$ cat src/rtl/spi_pkg.sv
// Shared types and constants for the SPI slave: FSM encoding, frame width
// and the default byte returned when nothing is queued for transmit.
package spi_pkg;

    localparam int FRAME_W = 8;

    typedef logic [FRAME_W-1:0] byte_t;

    localparam byte_t IDLE_BYTE_DEFAULT = 8'hFF;

    typedef enum logic {
        ST_IDLE  = 1'b0,
        ST_SHIFT = 1'b1
    } state_e;

endpackage

$ cat src/rtl/spi_sync_edge.sv
// Multi-stage synchronizer for an asynchronous pin followed by a rise/fall
// detector; pulses are valid for one clk cycle after the synchronized level moves.
module spi_sync_edge #(
    parameter int   STAGES    = 2,
    parameter logic RESET_VAL = 1'b0
) (
    input  logic clk,
    input  logic reset_n,
    input  logic d,
    output logic rise,
    output logic fall
);

    logic [STAGES-1:0] chain_q, chain_d;
    logic              prev_q, prev_d;
    logic              sync_s;

    always_comb begin
        chain_d    = chain_q << 1;
        chain_d[0] = d;
        prev_d     = chain_q[STAGES-1];
    end

    // NOTE: sequential state is written only with non-blocking assignments so
    // every flop samples the pre-edge value of its neighbour.
    always_ff @(posedge clk or negedge reset_n) begin
        if (!reset_n) begin
            chain_q <= {STAGES{RESET_VAL}};
            prev_q  <= RESET_VAL;
        end else begin
            chain_q <= chain_d;
            prev_q  <= prev_d;
        end
    end

    assign sync_s = chain_q[STAGES-1];
    assign rise   = sync_s & ~prev_q;
    assign fall   = ~sync_s & prev_q;

endmodule

$ cat src/rtl/spi_slave.sv
// SPI mode-0 slave, MSB first, 8-bit frames, oversampled by clk. A one-entry
// holding register feeds the transmit shifter; IDLE_BYTE fills in when it is empty.
module spi_slave
    import spi_pkg::*;
#(
    parameter int    SYNC_STAGES = 2,
    parameter byte_t IDLE_BYTE   = IDLE_BYTE_DEFAULT
) (
    input  logic         clk,
    input  logic         reset_n,
    input  logic         spi_sclk,
    input  logic         spi_cs_n,
    input  logic         spi_mosi,
    output logic         spi_miso,
    output logic         spi_miso_oe,
    input  logic [7:0]   tx_data,
    input  logic         tx_valid,
    output logic         tx_ready,
    output logic [7:0]   rx_data,
    output logic         rx_valid,
    output logic         tx_underrun,
    output logic         busy
);

    logic sclk_rise, sclk_fall, cs_rise, cs_fall;

    spi_sync_edge #(.STAGES(SYNC_STAGES), .RESET_VAL(1'b0)) u_sclk_sync (
        .clk     (clk),
        .reset_n (reset_n),
        .d       (spi_sclk),
        .rise    (sclk_rise),
        .fall    (sclk_fall)
    );

    spi_sync_edge #(.STAGES(SYNC_STAGES), .RESET_VAL(1'b1)) u_cs_sync (
        .clk     (clk),
        .reset_n (reset_n),
        .d       (spi_cs_n),
        .rise    (cs_rise),
        .fall    (cs_fall)
    );

    // MOSI needs only the level; its timing matches the sclk synchronizer.
    logic [SYNC_STAGES-1:0] mosi_sync_q, mosi_sync_d;
    logic                   mosi_s;

    always_comb begin
        mosi_sync_d    = mosi_sync_q << 1;
        mosi_sync_d[0] = spi_mosi;
    end

    assign mosi_s = mosi_sync_q[SYNC_STAGES-1];

    state_e state_q, state_d;
    logic [2:0] bit_cnt_q, bit_cnt_d;
    byte_t      rx_shift_q, rx_shift_d;
    byte_t      tx_shift_q, tx_shift_d;
    byte_t      hold_q, hold_d;
    logic       hold_full_q, hold_full_d;
    byte_t      rx_data_q, rx_data_d;
    logic       rx_valid_q, rx_valid_d;
    logic       tx_underrun_q, tx_underrun_d;

    // State register
    always_ff @(posedge clk or negedge reset_n) begin
        if (!reset_n) state_q <= ST_IDLE;
        else          state_q <= state_d;
    end

    // Next-state logic; deselect wins over everything else.
    always_comb begin
        state_d = state_q;
        unique case (state_q)
            ST_IDLE:  if (cs_fall) state_d = ST_SHIFT;
            ST_SHIFT: if (cs_rise) state_d = ST_IDLE;
        endcase
    end

    // Output logic
    always_comb begin
        busy        = (state_q == ST_SHIFT);
        spi_miso_oe = busy;
        spi_miso    = busy ? tx_shift_q[FRAME_W-1] : 1'b0;
    end

    logic  in_shift, rise_act, fall_act, load, accept;
    byte_t load_byte;

    assign in_shift  = (state_q == ST_SHIFT) && !cs_rise;
    assign rise_act  = in_shift && sclk_rise;
    assign fall_act  = in_shift && sclk_fall;
    assign load      = ((state_q == ST_IDLE) && cs_fall) || (fall_act && (bit_cnt_q == 3'd0));
    assign load_byte = hold_full_q ? hold_q : IDLE_BYTE;
    assign accept    = tx_valid && !hold_full_q;

    // NOTE: every signal assigned here gets a default first, so no latch is inferred.
    always_comb begin
        bit_cnt_d     = bit_cnt_q;
        rx_shift_d    = rx_shift_q;
        tx_shift_d    = tx_shift_q;
        hold_d        = hold_q;
        hold_full_d   = hold_full_q;
        rx_data_d     = rx_data_q;
        rx_valid_d    = 1'b0;
        tx_underrun_d = 1'b0;

        if (cs_rise || ((state_q == ST_IDLE) && cs_fall)) bit_cnt_d = 3'd0;

        if (rise_act) begin
            rx_shift_d = {rx_shift_q[FRAME_W-2:0], mosi_s};
            bit_cnt_d  = bit_cnt_q + 3'd1;
            if (bit_cnt_q == 3'd7) begin
                rx_data_d  = {rx_shift_q[FRAME_W-2:0], mosi_s};
                rx_valid_d = 1'b1;
            end
        end

        if (fall_act && (bit_cnt_q != 3'd0)) tx_shift_d = tx_shift_q << 1;

        // An accept in the same cycle as a load lands after the load has read the register.
        if (load) begin
            tx_shift_d    = load_byte;
            tx_underrun_d = !hold_full_q;
            hold_full_d   = 1'b0;
        end

        if (accept) begin
            hold_d      = tx_data;
            hold_full_d = 1'b1;
        end
    end

    always_ff @(posedge clk or negedge reset_n) begin
        if (!reset_n) begin
            mosi_sync_q   <= '0;
            bit_cnt_q     <= 3'd0;
            rx_shift_q    <= '0;
            tx_shift_q    <= '0;
            hold_q        <= '0;
            hold_full_q   <= 1'b0;
            rx_data_q     <= '0;
            rx_valid_q    <= 1'b0;
            tx_underrun_q <= 1'b0;
        end else begin
            mosi_sync_q   <= mosi_sync_d;
            bit_cnt_q     <= bit_cnt_d;
            rx_shift_q    <= rx_shift_d;
            tx_shift_q    <= tx_shift_d;
            hold_q        <= hold_d;
            hold_full_q   <= hold_full_d;
            rx_data_q     <= rx_data_d;
            rx_valid_q    <= rx_valid_d;
            tx_underrun_q <= tx_underrun_d;
        end
    end

    assign tx_ready    = !hold_full_q;
    assign rx_data     = rx_data_q;
    assign rx_valid    = rx_valid_q;
    assign tx_underrun = tx_underrun_q;

endmodule

$ cat config.mk
export PLATFORM = sky130hd
export DESIGN_NAME = spi_slave
export DESIGN_NICKNAME = d
export VERILOG_FILES = /design/src/rtl/spi_pkg.sv /design/src/rtl/spi_sync_edge.sv /design/src/rtl/spi_slave.sv
export SDC_FILE = /design/constraint.sdc
export NUM_CORES = 1
export LEC_CHECK = 0
export CAP_MARGIN = 10
export CORE_ASPECT_RATIO = 1.2
export CORE_MARGIN = 1.5
export CORE_UTILIZATION = 51
export CTS_CLUSTER_DIAMETER = 150
export DETAILED_ROUTE_END_ITERATION = 10
export GPL_TIMING_DRIVEN = 0
export PLACE_DENSITY = 0.72
export SLEW_MARGIN = 20
export SYNTH_ARGS = -nofsm -noshare
export SYNTH_HDL_FRONTEND = slang
export SYNTH_SLANG_ARGS = --single-unit
$ cat constraint.sdc
create_clock -name clk -period 4.6 [get_ports clk]
set_clock_uncertainty 0.2 [all_clocks]
set_input_delay 0.46 -clock clk [delete_from_list [all_inputs] [get_ports clk]]
set_output_delay 0.46 -clock clk [all_outputs]
set_load 0.01 [all_outputs]
Word-level counts from Yosys, hierarchy flattened
Cells that the tools add are included.
{ "word_totals": {"wordCells": 56, "input_bits": 14, "out_inout_bits": 14, "regBits": 46} }
{ "classes": {"reduce_logical": 17, "n_eq_ne": 1, "n_bitwise": 9, "add_sub_neg": 1, "mux": 14} }
{ "op_table": {"columns": ["op", "count"], "rows": [
  ["$mux 8", 3],
  ["$mux 1", 8],
  ["$logic_and 1x1->1", 7],
  ["$mux 3", 2],
  ["$reduce_bool 2->1", 3],
  ["$not 1->1", 5],
  ["$and 1x1->1", 4],
  ["$add 3x1->3 const B", 1],
  ["$eq 3x3->1 const B", 1],
  ["$logic_not 3->1", 1],
  ["$reduce_bool 3->1", 1],
  ["$logic_not 1->1", 2],
  ["$logic_or 1x1->1", 2],
  ["$pmux 1 s2", 1],
  ["$reduce_and 2->1", 1]
]} }

Longest topological paths before layout
{ "depth": {"depth_word": 9, "mapped_depth": 5} }

By module
From an unflattened synthesis, not the netlist that was laid out.
{ "unflattened": {"cells_unflattened": 151, "hier_area_um2": 2063.2} }
{ "by_module_without_submodules": {"columns": ["mod", "n_inst", "cells_each", "area_each_um2", "seq_area_each_um2"], "rows": [
  ["spi_slave", 1, 141, 1879.3, 1001.0],
  ["spi_sync_edge (u_cs_sync)", 1, 5, 93.8, 78.8],
  ["spi_sync_edge (u_sclk_sync)", 1, 5, 90.1, 75.1]
]} }

Worst setup path after synthesis
No wires, ideal clock.
{ "synth_timing": {"kind": "reg-to-reg", "start": "reg u_cs_sync.prev_q", "end": "reg tx_shift_q[1]", "synth_period_minus_slack_ps": 1932, "t_arrival_ps": 1608, "slack_ps": 2668, "path_stages_with_launch": 5, "path_buffers": 0, "cell_sequence": "dfstp_2 > or3b_1 > a21boi_4 > mux2_1 > mux2_2"} }
{ "synth_via": {"elab_chain_len": 8} }
{ "synth_lines": {"columns": ["item", "line", "source"], "rows": [
  ["start: declaration", "spi_sync_edge.sv:15", "logic prev_q, prev_d;"],
  ["start signal: assignment", "spi_sync_edge.sv:32", "prev_q <= prev_d;"],
  ["$not 1->1", "spi_sync_edge.sv:37", "assign rise = sync_s & ~prev_q;"],
  ["$and 1x1->1", "spi_sync_edge.sv:37", null],
  ["$logic_not 1->1", "spi_slave.sv:89", "assign in_shift = (state_q == ST_SHIFT) && !cs_rise;"],
  ["$logic_and 1x1->1", "spi_slave.sv:89", null],
  ["$logic_and 1x1->1", "spi_slave.sv:91", "assign fall_act = in_shift && sclk_fall;"],
  ["$logic_and 1x1->1", "spi_slave.sv:92", "assign load = ((state_q == ST_IDLE) && cs_fall) || (fall_act && (bit_cnt_q == 3'd0));"],
  ["$logic_or 1x1->1", "spi_slave.sv:92", null],
  ["$mux 8 / $reduce_bool 2->1 (equally long branches)", null, null],
  ["end signal: assignment", "spi_slave.sv:148", "tx_shift_q <= tx_shift_d;"],
  ["end: declaration", "spi_slave.sv:57", "byte_t tx_shift_q, tx_shift_d;"]
]} }
Several ways; a longest one is shown, not always the timed one.
A chain may end at the register's enable or synchronous reset.

Worst setup path after layout
{ "layout_timing": {"start": "reg hold_full_q", "end": "out tx_ready"} }
{ "layout_via": {"elab_chain_len": 1} }
{ "layout_lines": {"columns": ["item", "line", "source"], "rows": [
  ["start: declaration", "spi_slave.sv:59", "logic hold_full_q, hold_full_d;"],
  ["start signal: assignment", "spi_slave.sv:150", "hold_full_q <= hold_full_d;"],
  ["$logic_not 1->1", "spi_slave.sv:157", "assign tx_ready = !hold_full_q;"],
  ["end: declaration", "spi_slave.sv:18", "output logic tx_ready,"]
]} }
No other way between the ends.

==> summary.md <==
| Metric | Value |
|---|---|
| Async SR Flop Fraction | 1.000 |
| Drt first-iter violations | 36 |
| Cells after synthesis | 129 |
| Minimum clock period | between 2 and 2.5 ns |
| XOR/XNOR Fraction of Synth Area | 0 |
| CTS tree | built |
| GPL Wtd Cong | just under 0.7 |
| DRC violations left | 0 |
| Final wirelength | between 2000 and 3000 um |
| Vias/cell | ~5.4 |
| Worst path cell trace | clkbuf_1 > inv_1 > clkdlybuf4s50_1 |
| Total I/O pin count | 28 |
| Placed Cells | 194 |
| WHS | about 0.16 ns |
| Sw Ratio | 0.2566 |
| Critical Path Source Type | register |
| Post-DRT Antenna Nets | 0 |
| Number of synthesized flops with an enable pin | 0 |
| Gr busiest metal | met2 |
| Final cell count without fillers | just over 200 |
| Critical path capture point type | primary output |
| Final period utilization | 0.4902 |
| GRT met2 Usage | 0.3109 |
| CP Class | reg2out |
| Gr usage total | 0.1764 |
| Clock root cell | clkbuf_8 |
| Hold Vio Cnt, Final | 0 |
| Register bit total from synthesis | 46 |
| Post-CTS Hold Buffers | 1 |
| Max_slew headroom | 0.6459 |
| Total CTS buffers | 5 |
| Synth Flop Type | dfrtp_1 |
| Vias in the first global route | between 1000 and 1500 |
| M3 GR Usage | 0.04478 |
| Power per cell area | around 450 nW/um^2 |
| Largest cells by area after synthesis | dfrtp_1 (57%), mux2_2 (19%), dfstp_2 (4.2%) |
| Largest net degree at the start of global routing | 30 |
| Max-Cap Viols | 0 |
| Antenna Cells | 0 |
| Peak Freq | ~0.44 GHz |
| Slowest CP cell | clkdlybuf4s50_1 |
| Chip width | 58.31 um |
| CP delay by family, top | buffers and inverters |
| CTS sink count | 46 |
| Max Slew Vio Count | 0 |
| Max Fanout on Critical Path | 10 |
| Min-Delay Path Class | reg2reg |
| Final core occ | 0.6704 |
| Clock latency on the worst-skew pair | roughly 0.29 ns |
| Library cells used by synthesis | 24 |
| # setup viols final | 0 |
| CP max stage delay | around 0.48 ns |
| Worst-path clk slew | approximately 0.080 ns |
| Drt wl/cell | between 10 and 15 um |
| Synthesized area | about 1900 um^2 |
| Largest family of logic cells by synthesized area | multiplexers |
| Syn Nets | 146 |
| Global-route wire length before repair | 5299 um |
| RSZ-0062 raised after global routing | no |
| TritonRoute pass-1 iters | 4 |
| PortBufs | 27 |
| Register area share after synthesis | 0.6170 |
| Switching power of the nets | about 260 uW |
| VDD IR max | about 0.28 mV |
| Post-CTS setup buffers | 0 |
| Worst Path Required | 3.94 ns |
| Internal power | between 700 and 800 uW |
| Comb power frac | 0.231 |
| Std cell rows | 23 |
| CP arrival | around 1.6 ns |
| HPWL Detailed | around 2200 um |
| Clk network pwr share | 0.223 |
| H-tree depth | 2 |
| Total core area | 3425 um^2 |
| Compound-Gate Fraction of Synth Area | 0.04813 |
| Total gr overflow | 0 |
| Post-synth top area share | 0.5749 |
| Post-Synth Adder-Cell Area | 0.02005 |
| Proportion of synthesized area in mux cells | 0.2286 |
| Met1 Usage GRT | 0.1895 |
| Worst path bufs/invs | 3 |
| DR vias | 1098 |
| Initial antenna violation count | 0 |
| Initial Util | 0.5466 |
| Sequential group share of total power | 0.546 |
| Slew @ Worst Pin | approximately 0.53 ns |
| Yosys warns | 0 |
| Post-cts resize count | 0 |
| Leakage | about 0.0010 uW |
| Max clock buf depth | 2 |
| Synth Area in Simple Gates | 0.05949 |
| Die Y-Extent | around 69 um |
| Fin nets | between 150 and 200 |
| Layout cells sized above 1 | 0.2892 |
| Layout area overhead | 22.66% |
| Status | finished clean |
| Area leader, netlist | dfrtp_1 |
| Die area | between 4000 and 5000 um^2 |
| Setup_tns | 0 ns |
| Synth Area per Inst | roughly 15 um^2 |
==> sequential cells by signal, indices dropped and copies added (netlist names) <==
name / count
u_sclk_sync.prev_q: 1
hold_q: 8
bit_cnt_q: 3
u_sclk_sync.chain_q: 2
u_cs_sync.prev_q: 1
u_cs_sync.chain_q: 2
rx_valid: 1
busy: 1
hold_full_q: 1
rx_shift_q: 7
tx_underrun: 1
tx_shift_q: 8
mosi_sync_q: 2
rx_data: 8
==> cells in the mapped netlist (2+ instances only) <==
cell / instances
a21oi_1: 3
dfrtp_1: 43
o21ai_0: 2
dfstp_2: 3
clkbuf_1: 2
inv_1: 8
a22o_1: 2
nand2_1: 4
nand2b_1: 8
ha_1: 3
mux2_2: 31
nand3b_1: 2
mux2_1: 7
==> power groups by stage <==
stage,Clock [uW],Sequential [uW],Combinational [uW]
2_1_floorplan,0,555,179
5_1_grt,250,580,267
4_1_cts,239,565,244
3_5_place_dp,0,573,242
6_report,230,564,238
3_3_place_gp,0,568,230
==> final cells by class <==
cell class | instances | area [um^2]
buffer | 4 | 20.02
clock buffer | 6 | 72.57
clock inverter | 2 | 10.01
fill | 272 | 1129
inverter | 8 | 30.03
multi-input combinational | 71 | 666.9
sequential | 46 | 1155
tap | 37 | 46.29
timing repair buffer | 29 | 295.3
==> layout by cell type (no fill, tap or decap), drive strengths merged, types with 3 or more instances in the layout <==
cell,Yosys,routed
inv,8,8
dfstp,3,3
o21ai,3,3
clkbuf,2,8
nand2b,8,8
nand2,4,4
ha,3,3
clkdlybuf4s50,0,26
mux2,38,38
dfrtp,43,43
buf,2,4
a21oi,3,3
==> worst paths after layout <==
kind	from	endpoint	slack, ns	depth (start not counted)
min reg2reg	u_sclk_sync.chain_q[0]	u_sclk_sync.chain_q[1]	0.16	0
min in group asynchronous	reset_n	hold_q[0]	0.43	2
max	hold_full_q	tx_ready	2.34	3
max in group asynchronous	reset_n	bit_cnt_q[2]	3.27	3
min	u_sclk_sync.chain_q[0]	u_sclk_sync.chain_q[1]	0.16	0
max reg2reg	u_cs_sync.prev_q	tx_shift_q[3]	2.58	4
==> kinds of logic (layout without fill, tap and decap cells) <==
group / count (synthesis) / after routing
mux: 38 / 38
fa+ha+maj: 3 / 3
flops: 46 / 46
simple gates: 19 / 19
buf+inv: 12 / 49
compound gates: 11 / 11
==> layer usage <==
| layer | wire length, um | share of wire | vias to the layer above |
|---|---|---|---|
| met3 | 128 | 0.043 | 4 |
| met4 | 38 | 0.013 | 0 |
| met2 | 1603 | 0.54 | 19 |
| met1 | 1199 | 0.40 | 563 |
| li1 | - | - | 512 |
| met5 | 0 | 0 | - |
==> metrics by stage <==
| step | total power (uW) | worst slack [ns] | area (um^2) |
|---|---|---|---|
| 2_1_floorplan | 733.5 | 2.668 | 1872 |
| 3_3_place_gp | 797.7 | 1.755 | 2188 |
| 3_5_place_dp | 815.8 | 2.410 | 2203 |
| 4_1_cts | 1049 | 2.335 | 2296 |
| 5_1_grt | 1098 | 2.215 | 2296 |
| 6_report | 1032 | 2.345 | 2296 |
Power figures use the tool's default switching activity.
